===== src/rtl/fp_arith_pkg.sv =====
// Shared FP-datapath arithmetic constants, FSM state type and chunk-count helper
// for the sequential 53-8 subtractor.
package fp_arith_pkg;

  function automatic int unsigned calc_nchunk(input int unsigned a_w, input int unsigned c_w);
    return (a_w + c_w - 1) / c_w;
  endfunction

  localparam int unsigned A_W     = 53;
  localparam int unsigned B_W     = 8;
  localparam int unsigned CHUNK_W = 14;
  localparam int unsigned NCHUNK  = calc_nchunk(A_W, CHUNK_W);

  typedef enum logic [1:0] {
    IDLE = 2'd0,
    RUN  = 2'd1,
    DONE = 2'd2
  } state_t;

endpackage


===== src/rtl/sub_chunk_borrow.sv =====
// Combinational W-bit subtractor slice with borrow in/out.
module sub_chunk_borrow #(
  parameter int unsigned W = 14
) (
  input  logic [W-1:0] x,
  input  logic [W-1:0] y,
  input  logic         bin,
  output logic [W-1:0] d,
  output logic         bout
);

  logic [W:0] full;

  always_comb begin
    full = {1'b0, x} - {1'b0, y} - {{W{1'b0}}, bin};
    d    = full[W-1:0];
    bout = full[W];
  end

endmodule


===== src/rtl/custom_subtractor53_8_seq.sv =====
// Multi-cycle unsigned subtractor diff = a - zext(b), one CHUNK_W slice per cycle.
// Optional build macro SUB_SATURATE_EN clamps an underflowed result to zero.
import fp_arith_pkg::*;

module custom_subtractor53_8_seq (
  input  logic           clk,
  input  logic           rst,
  input  logic           in_valid,
  output logic           in_ready,
  input  logic [A_W-1:0] a,
  input  logic [B_W-1:0] b,
  output logic           out_valid,
  input  logic           out_ready,
  output logic [A_W-1:0] diff,
  output logic           borrow,
  output logic           zero
);

  localparam int unsigned PAD_W = NCHUNK * CHUNK_W;
  localparam int unsigned IDX_W = (NCHUNK > 1) ? $clog2(NCHUNK) : 1;

  state_t             state_q;
  logic [PAD_W-1:0]   a_q, b_q, work_q, work_n;
  logic [IDX_W-1:0]   idx_q;
  logic               chain_q;
  logic [CHUNK_W-1:0] x_s, y_s, d_s;
  logic               bout_s;
  logic               last_s;
  int unsigned        sh;

  // Operands are zero-padded to whole slices; padding cannot change the final
  // borrow, and the padded top bits of the last slice are simply dropped.
  always_comb begin
    sh     = CHUNK_W * 32'(idx_q);
    x_s    = CHUNK_W'(a_q >> sh);
    y_s    = CHUNK_W'(b_q >> sh);
    work_n = (work_q & ~({{(PAD_W-CHUNK_W){1'b0}}, {CHUNK_W{1'b1}}} << sh))
           | ({{(PAD_W-CHUNK_W){1'b0}}, d_s} << sh);
    last_s = (idx_q == IDX_W'(NCHUNK - 1));
  end

  sub_chunk_borrow #(.W(CHUNK_W)) u_slice (
    .x    (x_s),
    .y    (y_s),
    .bin  (chain_q),
    .d    (d_s),
    .bout (bout_s)
  );

  always_ff @(posedge clk) begin
    if (rst) begin
      state_q   <= IDLE;
      in_ready  <= 1'b1;
      out_valid <= 1'b0;
      diff      <= '0;
      borrow    <= 1'b0;
      zero      <= 1'b0;
      idx_q     <= '0;
      chain_q   <= 1'b0;
      a_q       <= '0;
      b_q       <= '0;
      work_q    <= '0;
    end else begin
      case (state_q)
        IDLE: begin
          if (in_valid) begin
            a_q      <= PAD_W'(a);
            b_q      <= PAD_W'(b);
            work_q   <= '0;
            chain_q  <= 1'b0;
            idx_q    <= '0;
            in_ready <= 1'b0;
            state_q  <= RUN;
          end
        end
        RUN: begin
          work_q  <= work_n;
          chain_q <= bout_s;
          idx_q   <= idx_q + IDX_W'(1);
          if (last_s) begin
            state_q   <= DONE;
            out_valid <= 1'b1;
            borrow    <= bout_s;
            diff      <= work_n[A_W-1:0];
            zero      <= (work_n[A_W-1:0] == '0);
`ifdef SUB_SATURATE_EN
            if (bout_s) begin
              diff <= '0;
              zero <= 1'b1;
            end
`endif
          end
        end
        DONE: begin
          if (out_ready) begin
            out_valid <= 1'b0;
            in_ready  <= 1'b1;
            state_q   <= IDLE;
          end
        end
        default: state_q <= IDLE;
      endcase
    end
  end

endmodule


===== config.mk =====
export PLATFORM = sky130hd
export DESIGN_NAME = custom_subtractor53_8_seq
export DESIGN_NICKNAME = d
export VERILOG_FILES = /design/src/rtl/fp_arith_pkg.sv /design/src/rtl/sub_chunk_borrow.sv /design/src/rtl/custom_subtractor53_8_seq.sv
export SDC_FILE = /design/constraint.sdc
export NUM_CORES = 1
export LEC_CHECK = 0
export CAP_MARGIN = 20
export CORE_ASPECT_RATIO = 0.5
export CORE_MARGIN = 5
export CORE_UTILIZATION = 40
export DETAILED_ROUTE_END_ITERATION = 10
export GPL_ROUTABILITY_DRIVEN = 0
export MAX_ROUTING_LAYER = met4
export PLACE_DENSITY_LB_ADDON = 0.3
export RECOVER_POWER = 50
export SLEW_MARGIN = 25
export SYNTH_ARGS = -nofsm -noshare
export SYNTH_HDL_FRONTEND = slang
export SYNTH_SLANG_ARGS = --single-unit

===== constraint.sdc =====
create_clock -name clk -period 7.7 [get_ports clk]
set_clock_uncertainty 0.2 [all_clocks]
set_input_delay 1.54 -clock clk [delete_from_list [all_inputs] [get_ports clk]]
set_output_delay 1.54 -clock clk [all_outputs]
set_load 0.02 [all_outputs]

======== Word level (Yosys, flattened, before mapping) ========
Index checks and enable logic that the tools add are counted.
Widths: inputs -> output; s select.
word-level totals
  bits in latches ......................... 0
  logic and storage cells ................. 54
  flip-flop bits (word level) ............. 179
  memories kept ........................... 0
  input bits .............................. 65
  output and inout port bits .............. 57
  memory bits (read-only) ................. 0
  RAM bits ................................ 0
cells by class
  mux-type cells .......................... 15
  $mul .................................... 1
  divide/modulo/power cells ............... 0
  bitwise gates (word level) .............. 3
  eq/ne operators ......................... 6
  magnitude comparators ................... 0
  reductions and logical operators ........ 11
  shift-type cells ........................ 4
  add/sub/neg operators ................... 3
operators with widths
  kind                   number
  $pmux 56 s2            1
  $and 56x56->56         1
  $mux 56                1
  $not 56->56            1
  $or 56x56->56          1
  $shl 14x6->56          1
  $shl 14x6->56 const A  1
  $logic_not 53->1       1
  $shr 53x6->14          1
  $sub 14x14->15         1
  $sub 15x1->15          1
  $shr 8x6->14           1
  $reduce_and 3->1       3
  $mux 2                 4
  $ne 2x2->1 const B     3
  $pmux 1 s2             3
  $pmux 2 s3             1
  $reduce_and 2->1       3
  $reduce_bool 2->1      3
  $mul 3x2->5 const A    1
  $eq 2x2->1 const B     2
  $mux 1                 4
  $pmux 2 s2             1
  $add 2x1->2 const B    1
  other kinds (2)        2

======== Logic depth before layout (Yosys ltp) ========
  depth in word-level cells ............... 7
  gate-level depth with buffers ........... 22
  mapped depth without buffers ............ 16

======== Cells and area by module ========
A second synthesis with hierarchy kept.
second synthesis, totals
  cells, all modules ...................... 1136
  area, all modules ....................... 9157.5 um^2
modules (own cells, without submodules)
  module                     area an instance (um^2)  sequential area each (um^2)  times used  cells an instance
  custom_subtractor53_8_seq  8101.5                   3343.2                       1           991
  sub_chunk_borrow           1056.0                   0.0                          1           145

======== Least setup slack after synthesis ========
OpenSTA, ideal clock, no wires.
  path type ............................... flip-flop to flip-flop
  start point ............................. reg idx_q[0]
  end point ............................... reg zero
  setup time .............................. 0.096 ns
  data required time ...................... 7.404 ns
  arrival time ............................ 6.115 ns
  buffers on the path ..................... 6
  cell stages (with the launch flop) ...... 20
  setup slack ............................. 1.289 ns
  period minus slack after synthesis ...... 6.411 ns
  path through ............................ dfxtp_1 buf_6 buf_8 buf_2 clkbuf_1 clkbuf_1 buf_1 mux4_2 fa_1 ha_1 or2b_1 o22ai_4 o2111a_4 nor3_4 xnor2_4 o21ai_2 or4b_1 or4_1 or4_1 o41ai_2
between the ends
  longest elaborated chain between the ends .. 7
  elaborated cells between the ends (all ways) .. 13
  classes of those cells .................. 2 x add/sub; 1 x mul; 1 x eq/ne; 4 x shift; 3 x bitwise; 2 x reduce/logical
ends and longest elaborated chain
  what                                           RTL line                                                          source
  start, declared                                custom_subtractor53_8_seq.sv:24                                   logic [IDX_W-1:0] idx_q;
  start signal, assigned                         custom_subtractor53_8_seq.sv:79                                   idx_q <= idx_q + IDX_W'(1);
  $mul 3x2->5                                    custom_subtractor53_8_seq.sv:34                                   sh = CHUNK_W * 32'(idx_q);
  $shr 53x6->14 or $shr 8x6->14 (tied branches)  custom_subtractor53_8_seq.sv:35, custom_subtractor53_8_seq.sv:36
  $sub 14x14->15                                 sub_chunk_borrow.sv:15                                            full = {1'b0, x} - {1'b0, y} - {{W{1'b0}}, bin};
  $sub 15x1->15                                  sub_chunk_borrow.sv:15
  $shl 14x6->56                                  custom_subtractor53_8_seq.sv:38                                   | ({{(PAD_W-CHUNK_W){1'b0}}, d_s} << sh);
  $or 56x56->56                                  custom_subtractor53_8_seq.sv:38
  $logic_not 53->1                               custom_subtractor53_8_seq.sv:85                                   zero <= (work_n[A_W-1:0] == '0);
  end signal, assigned                           custom_subtractor53_8_seq.sv:85
  end, declared                                  custom_subtractor53_8_seq.sv:16                                   output logic zero
Parallel ways exist; a longest one is shown, timed or not.
A chain may end at the register's enable or synchronous reset.

======== Worst setup path after layout ========
Same ends and word-level chain as after synthesis.

==> run summary <==
The run finished, with violations left. The checks that failed: max-capacitance violations, max-slew violations. The number of synthesis warnings came out at 0. The average via count per standard cell came out at 5.97. The final critical-path share of the clock period is 81.9%. The largest incremental delay on the critical path is 0.75 ns. The post-detailed-route wirelength per cell came out at 19.7 µm.

Once the floorplan was initialized, standard cells occupied 40.6% of the core. The worst slew slack as a fraction of its limit is -144%. The average cell area after synthesis came out at 7.65 µm².

The data arrival time of the critical path came out at 6.46 ns. Measured along the y axis, the die boundary spans 117 µm. The overall overflow remaining after global route is 0. Synthesis handed over a netlist of 1,206 instances. The maximum number of pins on one net before global-route repair is 85. The global routing usage summed across all routing layers is 23.8%. The max-cap check violation count came out at 2. The cell type group with the largest total delay on the critical path is compound AO/OA/AOI/OAI gates.

The leading cell type in the layout, fill and taps excluded is nand2_1. Once detail routing completed, the nets flagged for antenna violations numbered 0. The peak supply drop is 0.143 mV. The critical path goes through buf_4, mux4_2, inv_1, ha_1, inv_1, ha_1, a2111oi_0, o21ai_0, a211oi_2, xor2_1, a211oi_1, mux2i_1, a221oi_1, o311ai_1, or4_1, o41ai_2. The first global-routing pass estimated 49.5 mm of wire. The clock latency on the worst-skew pair is 0.45 ns. The layout cell share with drive strength beyond 1 is 6.45%. After routing, the total negative slack on setup checks comes to 0 ns. The depth of the worst hold-timing path is 2. In the synthesized netlist the dominant register cell turns out to be dfxtp_1.

In this run the core area contains 39 standard-cell rows. The number of H-tree branching levels came out at 4. For this run, the post-layout net count is 1,345. The tightest min-delay check is of the reg2reg type. The first TritonRoute pass finished after 7 iterations. The worst endpoint required time came out at 7.86 ns. The highest achievable clock rate is 159 MHz.

The synthesized area is 9230 µm². The HPWL after detailed placement came out at 22.4 mm. The proportion of register bits with asynchronous set or reset after synthesis came out at 0%. The total CTS buffers is 17. The number of setup buffers added after CTS is 0.

Clock tree synthesis selected as its root buffer the cell clkbuf_16. The area after detailed placement came out at 10,500 µm². The leakage dissipation is 4.06 nW. The via total after detailed routing came out at 9,425.

The count of buffers inserted at the top-level ports is 121. The floorplan die area is 26,400 µm². The category of the critical setup timing path is reg2reg. The total core area came out at 22,700 µm².

The critical path crosses 16 cells after its start point. The shortest clock period the worst path allows after layout came out at 6.31 ns. The slowest stage of the critical path is the dfxtp_2 cell. The part of the Yosys area used for sequential elements came out at 36.4%. The number of flops mapped to enable cells by yosys came out at 0.

The post-synth net total is 1,293. At the pin with the least slew margin, the transition time is 3.66 ns. The number of cells on the worst reg-to-reg path is 16. For this design, the CTS-stage hold fixing added 0 buffers.

The highest net fanout along the worst path is 33. The number of different library cells in the post-synthesis netlist came out at 86. The ratio of total power to cell area is 230 nW/µm². Setup repair after global routing left no endpoint under its margin. The flip-flop and latch count after synthesis is 168. Compared with the post-synthesis result, the final layout area differs by 20.0%. The max-slew violation total from the final report came out at 169. The final cell area excluding filler cells came out at 11,100 µm². The top cell types in the final layout, fill and taps aside, are nand2_1, nor2_1, dfxtp_1. The number of global-route vias before repair came out at 8,788. The number of buffer and inverter stages on the critical path came out at 3. The worst setup path is launched from a flop. The number of failing hold endpoints at the final stage was 0. Setup violations remaining at the end of the flow were counted as 0. The die is 225 µm wide.

In this run, post-CTS repair resized a total of 0 instances. The clock edge transition at the registers on the reported setup and hold paths is 0.06 ns. The number of primary I/O pins is 122. In this run, the number of DRC markers left after iteration 0 of detailed routing was 1,477. The initial antenna violation count came out at 1.

The clock net sink count came out at 168. The buffer depth of the longest clock path is 2. STA classifies the critical path endpoint as a flop.

The final routed wirelength across all metal layers is 31.1 mm. TritonCTS built the clock tree. In the routed design, unresolved DRC markers number 0.
[through the flow]
step	setup WS [ns]	instances	utilization [%]	power, W	hold WS [ns]
floorplan	1.29	1206	-	0.00149	0.232
global route	1.03	1579	48.7	0.00267	0.274
finish	1.39	1579	48.7	0.00255	0.254
CTS	1.54	1578	48.7	0.00253	0.255
global placement	1.82	1546	46.3	0.00170	0.238
detailed placement	1.56	1546	46.3	0.00172	0.247
[synthesized netlist by cell type, types with 7 or more instances]
master,n,area [µm²]
o22ai_1,8,50.1
o31ai_1,7,52.6
nand2b_1,13,81.3
o21a_1,7,52.6
nand3_1,28,140
a22oi_1,13,97.6
a221oi_1,9,78.8
nor2_1,174,653
ha_1,20,250
nor3_1,27,135
a21oi_1,123,616
o21ai_0,26,130
inv_1,36,135
buf_1,8,30.0
nand2_1,199,747
a31oi_1,36,225
a32oi_1,7,61.3
mux2i_1,12,120
and2_1,10,62.6
mux4_2,10,225
nand4_1,9,56.3
or4_1,7,52.6
dfxtp_1,168,3360
a211oi_1,34,255
clkbuf_1,79,297
[final cells by class]
type	count	area (µm²)
Inverter	38	143
Multi-Input combinational cell	904	5370
Antenna cell	1	2.50
Timing Repair Buffer	129	1260
Clock buffer	22	454
Sequential cell	168	3360
Fill cell	2266	11700
Tap cell	307	384
Clock inverter	10	97.6
[routing by layer]
layer  vias to the layer above  GRT usage (%)  wire (µm)
met4                         0           9.20       1200
li1                       4419              -          -
met3                       128           6.84       3040
met2                       526           32.5      12900
met5                         -              -          0
met1                      4352           33.2      14000
[registers in the layout, summed over array words and instances, names as in the netlist]
name / cells
a_q: 53
b_q: 8
borrow: 1
chain_q: 1
diff: 53
idx_q: 2
in_ready: 1
out_valid: 1
state_q: 2
work_q: 45
zero: 1
[worst reg2reg max path: cells and delay by family (launching register included)]
family	cells	cell delay (ns)
DFF	1	0.75
and+or+nand+nor	1	0.51
buffers and inverters	3	0.60
muxes	2	0.86
adders and majority gates	2	0.57
xor gates and xnor gates	1	0.22
AOI/OAI and AO/OA	7	2.51
[worst paths after layout]
path	startpoint	to	slack, ns
max reg2reg	idx_q[0]$_SDFFE_PP0P_	zero$_SDFFE_PP0P_	1.39
max	idx_q[0]$_SDFFE_PP0P_	zero$_SDFFE_PP0P_	1.39
min	diff[19]$_SDFFE_PP0P_	diff[19]$_SDFFE_PP0P_	0.25
min reg2reg	diff[19]$_SDFFE_PP0P_	diff[19]$_SDFFE_PP0P_	0.25
[power by group]
part,internal [W],switching [W],total [W]
logic,0.000277,0.000530,0.000807
registers,0.000903,0.0000256,0.000929
clock network,0.000454,0.000363,0.000817
total,0.00163,0.000919,0.00255
[cells by family after synthesis]
family	synth area share (%)
XOR/XNOR	0.868
AO/OA/AOI/OAI	25.2
flip-flops	36.4
adder cells (fa/ha/maj)	3.14
multiplexers	4.84
buffers and inverters	5.77
AND/OR/NAND/NOR	23.8
Note: power is estimated with default switching activity, not from simulation.
